`config.mk`:
```
export PLATFORM = sky130hd
export DESIGN_NAME = voice_allocator
export DESIGN_NICKNAME = d
export VERILOG_FILES = /design/src/rtl/voice_allocator.sv
export SDC_FILE = /design/constraint.sdc
export NUM_CORES = 1
export LEC_CHECK = 0
export ABC_AREA = 1
export BUFFER_PORTS_ARGS = -buffer_cell sky130_fd_sc_hd__clkbuf_2
export CORE_ASPECT_RATIO = 1.1
export CORE_MARGIN = 2
export CORE_UTILIZATION = 63
export CTS_CLUSTER_SIZE = 20
export DETAILED_ROUTE_END_ITERATION = 10
export PLACE_DENSITY = 0.89
export SYNTH_ARGS = -nofsm -noshare
export SYNTH_HDL_FRONTEND = slang
export SYNTH_SLANG_ARGS = --single-unit
```
`constraint.sdc`:
```
create_clock -name clk -period 7.8 [get_ports clk]
set_input_delay 1.17 -clock clk [delete_from_list [all_inputs] [get_ports clk]]
set_output_delay 1.17 -clock clk [all_outputs]
set_load 0.01 [all_outputs]
```
`src/rtl/voice_allocator.sv`:
```
// Voice allocator: maps key-on/key-off events onto a fixed pool of voice slots,
// tracks per-voice age ranks and steals the oldest voice when the pool is full.
module voice_allocator #(
    parameter int NUM_VOICES = 12,
    parameter int NOTE_W     = 5
) (
    input  logic                         clk,
    input  logic                         rst,
    input  logic                         key_on,
    input  logic                         key_off,
    input  logic [NOTE_W-1:0]            key_note,
    output logic [NUM_VOICES-1:0]        voice_enable,
    output logic [NUM_VOICES*NOTE_W-1:0] voice_note,
    output logic [NUM_VOICES-1:0]        voice_retrig,
    output logic                         steal,
    output logic [3:0]                   active_count
);

    localparam int RANK_W = $clog2(NUM_VOICES);
    localparam logic [RANK_W-1:0] OLDEST_RANK = RANK_W'(NUM_VOICES - 1);
    localparam logic [RANK_W-1:0] RANK_ONE    = RANK_W'(1);

    function automatic logic [3:0] popcount(input logic [NUM_VOICES-1:0] v);
        logic [3:0] c;
        c = 4'd0;
        for (int i = 0; i < NUM_VOICES; i++) begin
            c = c + {3'd0, v[i]};
        end
        return c;
    endfunction

    logic [NUM_VOICES-1:0] active_r;
    logic [NOTE_W-1:0]     note_r [NUM_VOICES];
    logic [RANK_W-1:0]     rank_r [NUM_VOICES];
    logic [NUM_VOICES-1:0] retrig_r;
    logic                  steal_r;
    logic [3:0]            count_r;

    logic [NUM_VOICES-1:0] active_s;
    logic [NOTE_W-1:0]     note_s [NUM_VOICES];
    logic [RANK_W-1:0]     rank_s [NUM_VOICES];
    logic [NUM_VOICES-1:0] retrig_s;
    logic                  steal_s;
    logic [3:0]            count_s;

    logic                  off_hit_s;
    logic [RANK_W-1:0]     off_rank_s;
    logic                  on_hit_s;
    logic [RANK_W-1:0]     hit_rank_s;
    logic [NUM_VOICES-1:0] hit_sel_s;
    logic                  free_found_s;
    logic [NUM_VOICES-1:0] free_sel_s;
    logic [NUM_VOICES-1:0] old_sel_s;

    // Next-state: apply the release first, then allocate against the post-release state
    always_comb begin
        active_s     = active_r;
        note_s       = note_r;
        rank_s       = rank_r;
        retrig_s     = '0;
        steal_s      = 1'b0;
        off_hit_s    = 1'b0;
        off_rank_s   = '0;
        on_hit_s     = 1'b0;
        hit_rank_s   = '0;
        hit_sel_s    = '0;
        free_found_s = 1'b0;
        free_sel_s   = '0;
        old_sel_s    = '0;

        for (int i = 0; i < NUM_VOICES; i++) begin
            if (key_off && !off_hit_s && active_s[i] && (note_s[i] == key_note)) begin
                off_hit_s   = 1'b1;
                off_rank_s  = rank_s[i];
                active_s[i] = 1'b0;
                rank_s[i]   = '0;
            end else begin
                active_s[i] = active_s[i];
            end
        end

        for (int i = 0; i < NUM_VOICES; i++) begin
            if (off_hit_s && active_s[i] && (rank_s[i] > off_rank_s)) begin
                rank_s[i] = rank_s[i] - RANK_ONE;
            end else begin
                rank_s[i] = rank_s[i];
            end
        end

        for (int i = 0; i < NUM_VOICES; i++) begin
            if (!on_hit_s && active_s[i] && (note_s[i] == key_note)) begin
                on_hit_s     = 1'b1;
                hit_sel_s[i] = 1'b1;
                hit_rank_s   = rank_s[i];
            end else begin
                hit_sel_s[i] = hit_sel_s[i];
            end
            if (!free_found_s && !active_s[i]) begin
                free_found_s  = 1'b1;
                free_sel_s[i] = 1'b1;
            end else begin
                free_sel_s[i] = free_sel_s[i];
            end
            old_sel_s[i] = active_s[i] && (rank_s[i] == OLDEST_RANK);
        end

        if (key_on) begin
            if (on_hit_s) begin
                for (int i = 0; i < NUM_VOICES; i++) begin
                    if (hit_sel_s[i]) begin
                        rank_s[i] = '0;
                    end else if (active_s[i] && (rank_s[i] < hit_rank_s)) begin
                        rank_s[i] = rank_s[i] + RANK_ONE;
                    end else begin
                        rank_s[i] = rank_s[i];
                    end
                end
                retrig_s = hit_sel_s;
            end else if (free_found_s) begin
                for (int i = 0; i < NUM_VOICES; i++) begin
                    if (free_sel_s[i]) begin
                        active_s[i] = 1'b1;
                        note_s[i]   = key_note;
                        rank_s[i]   = '0;
                    end else if (active_s[i]) begin
                        rank_s[i] = rank_s[i] + RANK_ONE;
                    end else begin
                        rank_s[i] = rank_s[i];
                    end
                end
                retrig_s = free_sel_s;
            end else begin
                // Pool is full, so exactly one voice carries the oldest rank
                for (int i = 0; i < NUM_VOICES; i++) begin
                    if (old_sel_s[i]) begin
                        note_s[i] = key_note;
                        rank_s[i] = '0;
                    end else begin
                        rank_s[i] = rank_s[i] + RANK_ONE;
                    end
                end
                retrig_s = old_sel_s;
                steal_s  = 1'b1;
            end
        end else begin
            retrig_s = '0;
        end

        count_s = popcount(active_s);
    end

    // Voice state and output registers
    always_ff @(posedge clk or posedge rst) begin
        if (rst) begin
            active_r <= '0;
            for (int i = 0; i < NUM_VOICES; i++) begin
                note_r[i] <= '0;
                rank_r[i] <= '0;
            end
            retrig_r <= '0;
            steal_r  <= 1'b0;
            count_r  <= 4'd0;
        end else begin
            active_r <= active_s;
            for (int i = 0; i < NUM_VOICES; i++) begin
                note_r[i] <= note_s[i];
                rank_r[i] <= rank_s[i];
            end
            retrig_r <= retrig_s;
            steal_r  <= steal_s;
            count_r  <= count_s;
        end
    end

    genvar g;
    generate
        for (g = 0; g < NUM_VOICES; g++) begin : g_note
            assign voice_note[g*NOTE_W +: NOTE_W] = note_r[g];
        end
    endgenerate

    assign voice_enable = active_r;
    assign voice_retrig = retrig_r;
    assign steal        = steal_r;
    assign active_count = count_r;

endmodule

```
Word level (Yosys, flattened, before mapping)
Index checks and enable logic that the tools add are counted.

storage, ports and cells
  bits of input ports = 9
  latch bits = 0
  register bits after elaboration = 137
  ROM bits = 0
  memories = 0
  RAM bits = 0

operators by class
  multiplexer cells = 225
  multiply operators = 0
  div/mod/pow operators = 0
  shift operators = 0
  eq/ne operators = 36
  reductions and logical operators = 184
  add/sub/neg operators = 35
  $lt $le $gt $ge = 24
  bitwise logic cells = 1

operators by type and width
  operator                                           number
  two-way mux 4 bit                                  107
  two-way mux 48 bit                                 3
  two-way mux 5 bit                                  24
  logical AND 1 bit                                  117
  two-way mux 1 bit                                  84
  two-way mux 12 bit                                 6
  == test 5 bit                                      12
  two-way mux 60 bit                                 1
  adder 4 x 1 -> 4 bit (second input constant)       12
  == test 4 bit (second input constant)              12
  greater-than comparator 4 bit                      12
  < comparator 4 bit                                 12
  AND reduction 4 bit                                12
  subtractor 4 x 1 -> 4 bit (second input constant)  12
  zero test 1 bit                                    43
  adder 4 x 1 -> 4 bit                               8
  nonzero test 2 bit                                 12
  != test 2 x 1 -> 1 bit (second input constant)     11
  adder 3 x 1 -> 4 bit                               1
  adder 2 x 1 -> 3 bit                               1
  adder 1 x 1 -> 2 bit                               1
  != test 2 bit (second input constant)              1
  NOT 1 bit                                          1

Longest topological paths before layout
  depth after elaboration = 79
  mapped depth = 47
  depth with buffers taken out = 47

Worst setup path before layout
OpenSTA, ideal clock, no wires.

  path kind = in2reg
  from = input key_note[4]
  to = register rank_r[26] (netlist name)
  arrival = 7078 ps
  slack = 644 ps
  stages = 35
  cells stage by stage = buf_4 > xnor2_1 > nand4_4 > clkinv_4 > nor2_4 > inv_1 > o22ai_1 > a21oi_1 > o21ai_0 > a21oi_1 > nand3_1 > a21oi_1 > o211ai_1 > a221oi_1 > ha_1 > nand2_1 > nor2_1 > nor3_1 > nand2_1 > nor4_1 > xor2_1 > o22ai_1 > o22ai_1 > nand2_1 > a21oi_1 > o211ai_1 > o21ai_1 > nand2_1 > nand2_1 > ha_1 > a211oi_1 > nand2_1 > nand2_1 > nand3_1 > a21oi_1

RTL lines
  item                            RTL line  text
  start: declaration              11        input logic [NOTE_W-1:0] key_note,
  end signal: indexed assignment  167       rank_r[i] <= rank_s[i];
  end: declaration                34        logic [RANK_W-1:0] rank_r [NUM_VOICES];

==> results.tsv <==
metric	value	unit
outcome	completed	
Final Wtd Congestion	1.04	
critical path's slowest cell	buf_4	
most area-hungry cell type in the Yosys netlist	dfrtp_1	
H-tree depth	4	
Sequential Area	0.00343	sq mm
most used cell, CP	nand2_1	
fraction of layout cells with a size suffix above 1	0.177	
clk sinks	137	
post-synth top area share	0.256	
Placed Area	0.0148	sq mm
global route overflow	0	
Synth Area in Simple Gates	0.309	
Site Rows	55	
main combinational cell family by area after synthesis	simple AND/OR/NAND/NOR gates	
sequential fraction of the synthesis area	0.256	
clk root buf	clkbuf_16	
Synth Flop Type	dfrtp_1	
Max Slew Vio Count	0	
xor and xnor area share after synthesis	0.0673	
core area	0.0207	sq mm
CTS tree	done	
critical path startpoint category	input pin	
multiplexer area fraction after synthesis	0	
initial antenna violation count	1	
CTS Hold Bufs	0	
# port buffers	97	
TritonRoute pass-1 iters	7	
CP endpoint kind	flop	
number of global-route vias before repair	14571	
final period utilization	0.969	
WP data required	8.15	ns
adder-cell share of the synthesized area	0.111	
number of fill cells	1537	
Crit Path Max Fanout	9	
total CTS buffers	17	
area delta synth->final	15.6	%
antenna viol nets, final	0	
final setup fails	0	
Worst Skew	0.0115	ns
clock transition at the registers of the reported paths	0.07	ns
die height	157	um
Critical Path Max Stage Delay	0.30	ns
die width	143	um
Netlist cell types	60	
final setup TNS	0	ns
total track usage	0.430	
Initial Util	0.647	
hold crit path type	reg -> reg	
Final Hold Viols	0	
Least-Margin Pin Slew	0.873	ns
Post-Synthesis Cells	1947	
Ys Warns	0	
crit path DAT	7.91	ns
register bit total from synthesis	137	
die area	0.0225	sq mm
Mapped Nets	2071	
Worst Path Class, Setup	in -> reg	
via count	15291	
largest net degree at the start of global routing	85	
maxcap violations	0	
Worst slew margin	0.417	
Synth Area in Compound Gates	0.162	
drc violations	0	
Final nets	2249	
Detailed Route Iter0 Violations	2135	
post-route cell area	0.0155	sq mm
final worst path period need	7.56	ns
Multi-input gate area	0.00881	sq mm
Buf/Inv on CP	8	
Synth area leaders	dfrtp_1 (26%), nand2_1 (12%), ha_1 (10%)	
average size of a mapped cell	6.89	sq um
hold slack	0.541	ns
global-route wire length before repair	75.2	mm
Synth Cell Area	0.0134	sq mm
HPWL after detailed placement	34.0	mm
cell family with most CP delay	compound AO/OA/AOI/OAI gates	
maximum clock frequency	132	MHz
Vias/cell	6.31	
IO Count	98	
final WL	47.9	mm
worst skew pair latency	0.45	ns
CTS max path bufs	2	
Post-synth EDFFs	0	
Diodes inserted	0	
Post-synth ARST share	1.00	
Wirelength per Cell	19.8	um
## layout by cell type (no fill, tap or decap), types with 4 or more instances in the layout
master	netlist	routed
a211oi_1	14	13
a21oi_1	153	151
a21oi_2	3	5
a22oi_1	5	5
buf_4	5	97
clkbuf_16	0	17
clkbuf_2	0	97
clkinv_1	5	5
dfrtp_1	137	137
fa_1	7	7
ha_1	108	108
inv_1	243	240
inv_2	34	36
inv_6	0	5
inv_8	0	6
nand2_1	424	420
nand2_2	24	28
nand3_1	167	166
nand3_2	7	8
nand3_4	4	4
nand4_1	18	18
nand4_2	5	4
nand4_4	3	4
nor2_1	154	153
nor2_2	15	15
nor2_4	12	13
nor3_1	26	25
nor3_2	4	5
nor4_1	7	6
nor4_2	3	4
o211ai_1	8	8
o21ai_0	136	136
o21ai_1	27	27
o21ai_2	4	4
o22ai_1	17	15
o2bb2ai_1	5	5
xnor2_1	35	35
xor2_1	58	57
## what timing repair did
action,in CTS,in global routing
resized for setup,0,18
setup endpoints to repair,0,50
buffers inserted,0,4
## worst reg2reg max path: cells and delay by family, from the launching register on
family          cells  cell delay (ns)
buf+inv             6             0.84
fa+ha+maj           2             0.53
simple gates       15             1.84
flops               1             0.43
compound gates     18             3.32
## stage by stage
step / worst slack (ns) / cells / utilization
CTS: 0.243 / 2419 / 0.743
global route: -0.00293 / 2423 / 0.748
detailed placement: 0.0239 / 2387 / 0.714
global placement: 0.193 / 2387 / 0.714
floorplan: 0.644 / 1947 / -
finish: 0.239 / 2423 / 0.748
## state kept, by name, summed over array words and instances, names as in the netlist
signal	flops
voice_note	60
rank_r	48
voice_enable	12
voice_retrig	12
active_count	4
steal	1
## per-layer routing
layer  up-vias  wire, um  track usage
met3       339      6220       0.0955
li1       6818         -            -
met2      1207     20600        0.657
met5         -        10            0
met4         2      3690        0.287
met1      6925     17300        0.544
## synth_stat cells (18+ instances only)
library cell,instances
ha_1,108
nand3_1,167
a21oi_1,153
o21ai_0,136
inv_2,34
o21ai_1,27
nand2_1,424
inv_1,243
dfrtp_1,137
xor2_1,58
nor3_1,26
nor2_1,154
xnor2_1,35
nand2_2,24
clkbuf_1,20
nand4_1,18
## layout make-up
| type | count | area share |
|---|---|---|
| tap | 285 | 0.0230 |
| clock buffer | 17 | 0.0274 |
| inverter | 284 | 0.0696 |
| clock inverter | 15 | 0.0108 |
| sequential | 137 | 0.221 |
| timing repair buffer | 195 | 0.0796 |
| multi-input combinational | 1490 | 0.568 |
## path summary, 6_finish.rpt
check	startpoint	to	slack, ns	cells after the start
worst max-delay path	key_note[0]	rank_r[0]	0.24	43
worst min-delay path	voice_note[55]	voice_note[55]	0.54	2
worst max register to register	voice_note[8]	rank_r[0]	0.76	41
worst min register to register	voice_note[55]	voice_note[55]	0.54	2
max in group asynchronous	rst	voice_retrig[7]	5.65	3
min in group asynchronous	rst	voice_retrig[0]	0.85	2
## cell families (layout without fill, tap and decap cells)
family,count (synthesis),in the layout
buffers and inverters,320,511
adders and majority gates,115,115
AOI/OAI and AO/OA,393,393
DFF,137,137
xor gates and xnor gates,97,97
and+or+nand+nor,885,885
Power is not shown: default switching activity piles up to over one toggle a cycle in this logic, so the estimate is an artifact.
